## src/rtl/exec_alu_unit.sv

```systemverilog
// Execute-stage ALU: control decode, 32-bit datapath, PC adders and a
// registered zero flag that balrz instructions consume one instruction later.
module exec_alu_unit (
   input  logic        clk,
   input  logic        rst_n,
   input  logic [1:0]  aluop,
   input  logic [5:0]  funct,
   input  logic        bltz,
   input  logic        balrz,
   input  logic        sllv,
   input  logic [31:0] opa,
   input  logic [31:0] opb,
   input  logic [31:0] pc,
   input  logic [31:0] offset,
   output logic [2:0]  alu_ctl,
   output logic [31:0] result,
   output logic        zero,
   output logic        neg,
   output logic [31:0] pc_plus4,
   output logic [31:0] br_target,
   output logic        status
);

   logic [2:0] funct_ctl;
   logic       status_d, status_q;

   always_comb begin
      funct_ctl = 3'b010;
      case (funct)
         6'b100000: funct_ctl = 3'b010;
         6'b100010: funct_ctl = 3'b110;
         6'b100100: funct_ctl = 3'b000;
         6'b100101: funct_ctl = 3'b001;
         6'b101010: funct_ctl = 3'b111;
         6'b000100: funct_ctl = 3'b011;
         default:   funct_ctl = 3'b010;
      endcase
   end

   // Instruction flags override the main decoder's operation class.
   always_comb begin
      alu_ctl = 3'b010;
      if (bltz)       alu_ctl = 3'b110;
      else if (balrz) alu_ctl = 3'b010;
      else if (sllv)  alu_ctl = 3'b011;
      else begin
         case (aluop)
            2'b00:   alu_ctl = 3'b010;
            2'b01:   alu_ctl = 3'b110;
            2'b11:   alu_ctl = 3'b001;
            default: alu_ctl = funct_ctl;
         endcase
      end
   end

   always_comb begin
      result = 32'h0;
      case (alu_ctl)
         3'b000:  result = opa & opb;
         3'b001:  result = opa | opb;
         3'b010:  result = opa + opb;
         3'b110:  result = opa - opb;
         3'b111:  result = {31'h0, $signed(opa) < $signed(opb)};
         3'b011:  result = opb << opa[4:0];
         default: result = 32'h0;
      endcase
   end

   assign zero      = (result == 32'h0);
   assign neg       = result[31];
   assign pc_plus4  = pc + 32'h4;
   assign br_target = pc_plus4 + offset;

   // balrz freezes the flag so it still reflects the preceding instruction.
   always_comb begin
      status_d = balrz ? status_q : zero;
   end

   always_ff @(posedge clk or negedge rst_n) begin
      if (!rst_n) status_q <= 1'b0;
      else        status_q <= status_d;
   end

   assign status = status_q;

endmodule

```

## config.mk

```make
export PLATFORM = sky130hd
export DESIGN_NAME = exec_alu_unit
export DESIGN_NICKNAME = d
export VERILOG_FILES = /design/src/rtl/exec_alu_unit.sv
export SDC_FILE = /design/constraint.sdc
export NUM_CORES = 1
export LEC_CHECK = 0
export ABC_AREA = 1
export CAP_MARGIN = 15
export CORE_ASPECT_RATIO = 0.5
export CORE_MARGIN = 2
export CORE_UTILIZATION = 48
export DETAILED_ROUTE_END_ITERATION = 8
export MAX_ROUTING_LAYER = met4
export PLACE_DENSITY = 0.85
export SKIP_LAST_GASP = 1
export SLEW_MARGIN = 20
export SYNTH_ARGS = -nofsm -noshare
export SYNTH_HDL_FRONTEND = slang
export SYNTH_SLANG_ARGS = --single-unit
```

## constraint.sdc

```tcl
create_clock -name clk -period 4.58 [get_ports clk]
set_clock_uncertainty 0.1 [all_clocks]
set_input_delay 0.687 -clock clk [delete_from_list [all_inputs] [get_ports clk]]
set_output_delay 0.687 -clock clk [all_outputs]
set_load 0.005 [all_outputs]
```

==> summary.txt, run 1 <==
IO buf count -> 242
sequential area share after synthesis -> 0.002307
post-synth cell types -> 50
GR Util All Layers -> 0.7793
status -> stopped before the end
Post-DP HPWL -> 44.74 mm
die height -> 110.3 um
largest family of logic cells by synthesized area -> simple AND/OR/NAND/NOR gates
Avg Synthesized Cell Area -> 5.020 um^2
mux contribution to synthesized area -> 0
xor/xnor share of the synthesized area -> 0.05893
Compound-Gate Fraction of Synth Area -> 0.1161
Err -> [ERROR GRT-0232] Routing congestion too high. Check the congestion heatmap in the GUI.
worst endpoint after global-route timing repair -> br_target[31]
mapped cell area -> 10850 um^2
synthesized flop and latch total -> 1
Mapped Nets -> 2434
Initial Utilization -> 0.4950
chip width -> 216.6 um
total grt overflow -> 12
FP Rows -> 38
Mapped Cells -> 2161
FFs w/ async S/R, synth -> 1.000
largest net degree at the start of global routing -> 37
worst-path endpoint category -> primary output
number of synthesized flops with an enable pin -> 0
YS warnings -> 0
Halt Stage -> 5_1_grt
gpl congestion -> 1.152
top_reg_cell synth -> dfrtp_1
Synth Area in Simple Gates -> 0.4948
adder-cell share of the synthesized area -> 0.1543
IO Count -> 243
[through the flow]
stage / instances / hold slack [ns] / cell area [um^2] / worst slack (ns) / setup TNS, ns
floorplan: 2161 / 0.2914 / 10850 / 0.2536 / 0
global placement: 3123 / 0.3705 / 17000 / -0.8783 / -9.221
detailed placement: 3123 / 0.3721 / 17000 / -1.364 / -17.12
CTS: 3169 / 0.3721 / 18130 / -0.1976 / -0.5805
[cells by family after synthesis]
family	after synthesis
xor+xnor	73
fa+ha+maj	132
simple gates	1266
compound gates	219
flops	1
buf+inv	470
[timing repair]
item                                   4_1_cts
buffers inserted                            46
gates resized for setup                    259
gates cloned                                 0
hold buffers                                 0
endpoints found under the hold margin        0
pin swaps                                   72
setup endpoints to repair                   26
[synth_stat cells (2+ instances only)]
cell,n,share of area
nor3_1,17,0.0078
ha_1,129,0.15
buf_6,7,0.0073
inv_1,390,0.13
o21ai_0,47,0.022
buf_1,3,0.0010
or2_2,2,0.0012
a21oi_1,98,0.045
o21bai_1,17,0.012
o21a_1,3,0.0021
nand3b_1,2,0.0014
nor4_1,3,0.0017
inv_2,4,0.0014
buf_4,5,0.0035
nand4_1,52,0.030
a31oi_1,13,0.0075
o21ai_1,12,0.0055
buf_2,37,0.017
nand3_2,2,0.0018
a21boi_0,6,0.0042
o22ai_1,6,0.0035
nand2_4,2,0.0021
nor2_1,251,0.087
fa_1,3,0.0055
clkbuf_1,22,0.0076
nor2_2,10,0.0058
nand3_1,282,0.13
and2_1,2,0.0012
a21o_1,3,0.0021
xnor2_1,21,0.017
nand2_1,637,0.22
o211ai_1,3,0.0021
xor2_1,52,0.042
a221oi_1,2,0.0016
[layer usage]
metal  global-route usage  GRT overflow
met5                    -             -
met1               0.7545             0
met2               0.9322             3
met4               0.7422             8
met3               0.6582             1
==> inputs of run 2 (changes only) <==
Settings changed: CORE_ASPECT_RATIO 0.5 to unset, CORE_UTILIZATION 48 to 33, MAX_ROUTING_LAYER met4 to unset, PLACE_DENSITY 0.85 to unset, PLACE_DENSITY_LB_ADDON set to 0.15.
==> run 2 against run 1 <==
The flow now finishes without violations. Synthesized cell count unchanged. Area after synthesis unchanged.
==> summary.txt, run 2 <==
FF+latch area -> 25.02 um^2
xor/xnor share of the synthesized area -> 0.05893 (unchanged)
clock-pin slew on the worst setup and hold paths -> 0 ns
area of the core -> 32450 um^2
# nets final -> 3259
worst hold path class -> register to register
Initial Utilization -> 0.3343 (-0.1607)
setup violators final -> 0
Buf/Inv on CP -> 5
Avg Synthesized Cell Area -> 5.020 um^2 (unchanged)
max reg flops -> 1
Synth area leader -> nand2_1
mux contribution to synthesized area -> 0 (unchanged)
Post-synth top cells -> 637 x nand2_1, 390 x inv_1, 282 x nand3_1, 251 x nor2_1, 129 x ha_1
Max Slew Vio Count -> 0
die height -> 185.3 um (+68%)
Leak -> 10.93 nW
utilization after layout -> 0.6208
Compound-Gate Fraction of Synth Area -> 0.1161 (unchanged)
largest net degree at the start of global routing -> 38
die area -> 34340 um^2
layout cell share with drive strength beyond 1 -> 0.3472
Antenna Nets Post-Route -> 0
clock period minus worst slack -> 4.559 ns
crit path kind -> input pin to output pin
Worst-Skew Late Latency -> 0 ns
post-synth cell types -> 50 (unchanged)
Max rail drop VDD -> 0.08758 mV
initial antenna violation count -> 1
Critical Path Start Type -> input pin
max incr delay on CP -> 0.26 ns
Switch Pwr -> 1.449 mW
number of global-route vias before repair -> 15990
adder-cell share of the synthesized area -> 0.1543 (unchanged)
IO buf count -> 242 (unchanged)
FFs w/ async S/R, synth -> 1.000 (unchanged)
relative slew slack -> 0.5117
sequential area share after synthesis -> 0.002307 (unchanged)
ant diodes -> 0
CP max stage cell -> dlygate4sd2_1
Tcrit/Tclk final -> 0.9953
IO Count -> 243 (unchanged)
GR Util All Layers -> 0.3243
power per standard cell area -> 142.4 nW/um^2
top cells by area, synth -> nand2_1 22%, ha_1 15%, inv_1 13%
hold slack -> 0.3721 ns
Combinational Power Share -> 0.997
clock group share of total power -> 0
drt first-iter violations -> 1326
sequential share of power -> 0.003
Mapped Nets -> 2434 (unchanged)
DRT Pass-1 Iters -> 5
most frequent cell after synthesis -> nand2_1
gpl congestion -> 0.9821 (-15%)
footprint of the multi-input gates -> 10630 um^2
number of synthesized flops with an enable pin -> 0 (unchanged)
routed vias/inst -> 5.020
Mapped Cells -> 2161 (unchanged)
critical path arrival -> 3.77 ns
Layout area overhead -> 85.70%
crit end category -> output pin
Internal -> 1.419 mW
Routed WL -> 59.07 mm
Synth Area in Simple Gates -> 0.4948 (unchanged)
YS warnings -> 0 (unchanged)
total grt overflow -> 0
Final Hold Fails -> 0
Post-DP HPWL -> 48.72 mm (+8.9%)
WL/cell -> 17.24 um
chip width -> 185.3 um (-14%)
FILL cells -> 3159
critical path fanouts, max -> 3
Crit path max-delay family -> simple AND/OR/NAND/NOR gates
worst slew pin tran -> 0.7308 ns
max-cap check violation count -> 0
Fmax achieved -> 0.2194 GHz
commonest non-fill, non-tap cell in the layout -> buf_4
synthesized flop and latch total -> 1 (unchanged)
top_reg_cell synth -> dfrtp_1
RSZ-0062 raised after global routing -> yes
status -> finished, final reports clean
drc violations -> 0
leading cell types in the layout, fill and taps excluded -> 636 x buf_4, 581 x nand2_1, 361 x inv_1, 262 x nand3_1, 180 x clkdlybuf4s50_1
Setup TNS Final -> 0 ns
FP Rows -> 66 (+74%)
Critical Path, Cell by Cell -> dlygate4sd2_1, nand3_2, nor2_4, nand3_2, nand3b_1, nor2_2, nand2_2, nor2_4, nand2_2, xnor2_2, ha_4, a21oi_2, inv_1, a21oi_2, nor2_1, nor3_2, o41ai_2, buf_4, buf_6, a21oi_4, xor2_1, buf_2
Vias -> 17200
largest family of logic cells by synthesized area -> simple AND/OR/NAND/NOR gates
sw frac -> 0.5052
first-pass GRT wire length -> 86.55 mm
Critical Path RT -> 3.79 ns
post-synth top area share -> 0.2204 (unchanged)
mapped cell area -> 10850 um^2 (unchanged)
==> run 2: cell type report <==
| class | count | area share |
|---|---|---|
| multi-input cells | 1691 | 0.5274 |
| inverters | 395 | 0.07421 |
| well taps | 442 | 0.02745 |
| flip-flops and latches | 1 | 0.001242 |
| repair buffers | 897 | 0.3696 |
==> run 2: worst register-to-register path, stage by stage, from the launching register on <==
cell and delay [ns]:
dfrtp_1 0.35, nand2_1 0.07, nand2_1 0.05
==> run 2: worst paths after layout <==
kind                                          from            endpoint  slack, ns  cells after the start
worst min-delay path            status$_DFFE_PN0N_  status$_DFFE_PN0N_       0.37                      2
worst min register to register  status$_DFFE_PN0N_  status$_DFFE_PN0N_       0.37                      2
max in group asynchronous                    rst_n  status$_DFFE_PN0N_       3.53                      1
min in group asynchronous                    rst_n  status$_DFFE_PN0N_       0.74                      1
worst max-delay path                         pc[6]       br_target[30]       0.02                     22
worst max register to register  status$_DFFE_PN0N_  status$_DFFE_PN0N_       3.89                      2
==> run 2: what timing repair did <==
item,4_1_cts,5_1_grt
pin swaps,76,108
hold buffers,0,0
gates resized for setup,237,319
setup endpoints to repair,46,47
cloned,0,2
buffers inserted,33,31
==> run 2: stage by stage <==
step	instances	setup slack, ns	total power [mW]	cell area (um^2)
floorplan	2161	0.2536	1.048	10850
global placement	3360	-0.9548	2.470	17880
detailed placement	3360	-1.102	2.486	17880
CTS	3393	-0.02601	2.596	18750
global route	3426	-0.1361	3.072	20150
finish	3426	0.02142	2.868	20150
==> run 2: power by group through the flow <==
stage	registers [mW]	clock network [mW]	logic (mW)
4_1_cts	0.00900	0	2.59
6_report	0.00900	0	2.86
5_1_grt	0.00900	0	3.06
3_3_place_gp	0.00900	0	2.46
2_1_floorplan	0.00900	0	1.04
3_5_place_dp	0.00900	0	2.48
==> run 2: kinds of logic after synthesis <==
group / Yosys count
flops: 1
fa+ha+maj: 132
compound gates: 219
simple gates: 1266
xor+xnor: 73
buf+inv: 470
==> run 2: metal layers <==
layer,share of wire,GRT usage,up-vias
met4,0.021,0.04730,2
met5,0.00020,0,-
met2,0.45,0.5352,671
li1,-,-,8459
met1,0.45,0.4618,7992
met3,0.080,0.03225,76
Note: power is estimated with default switching activity, not from simulation.
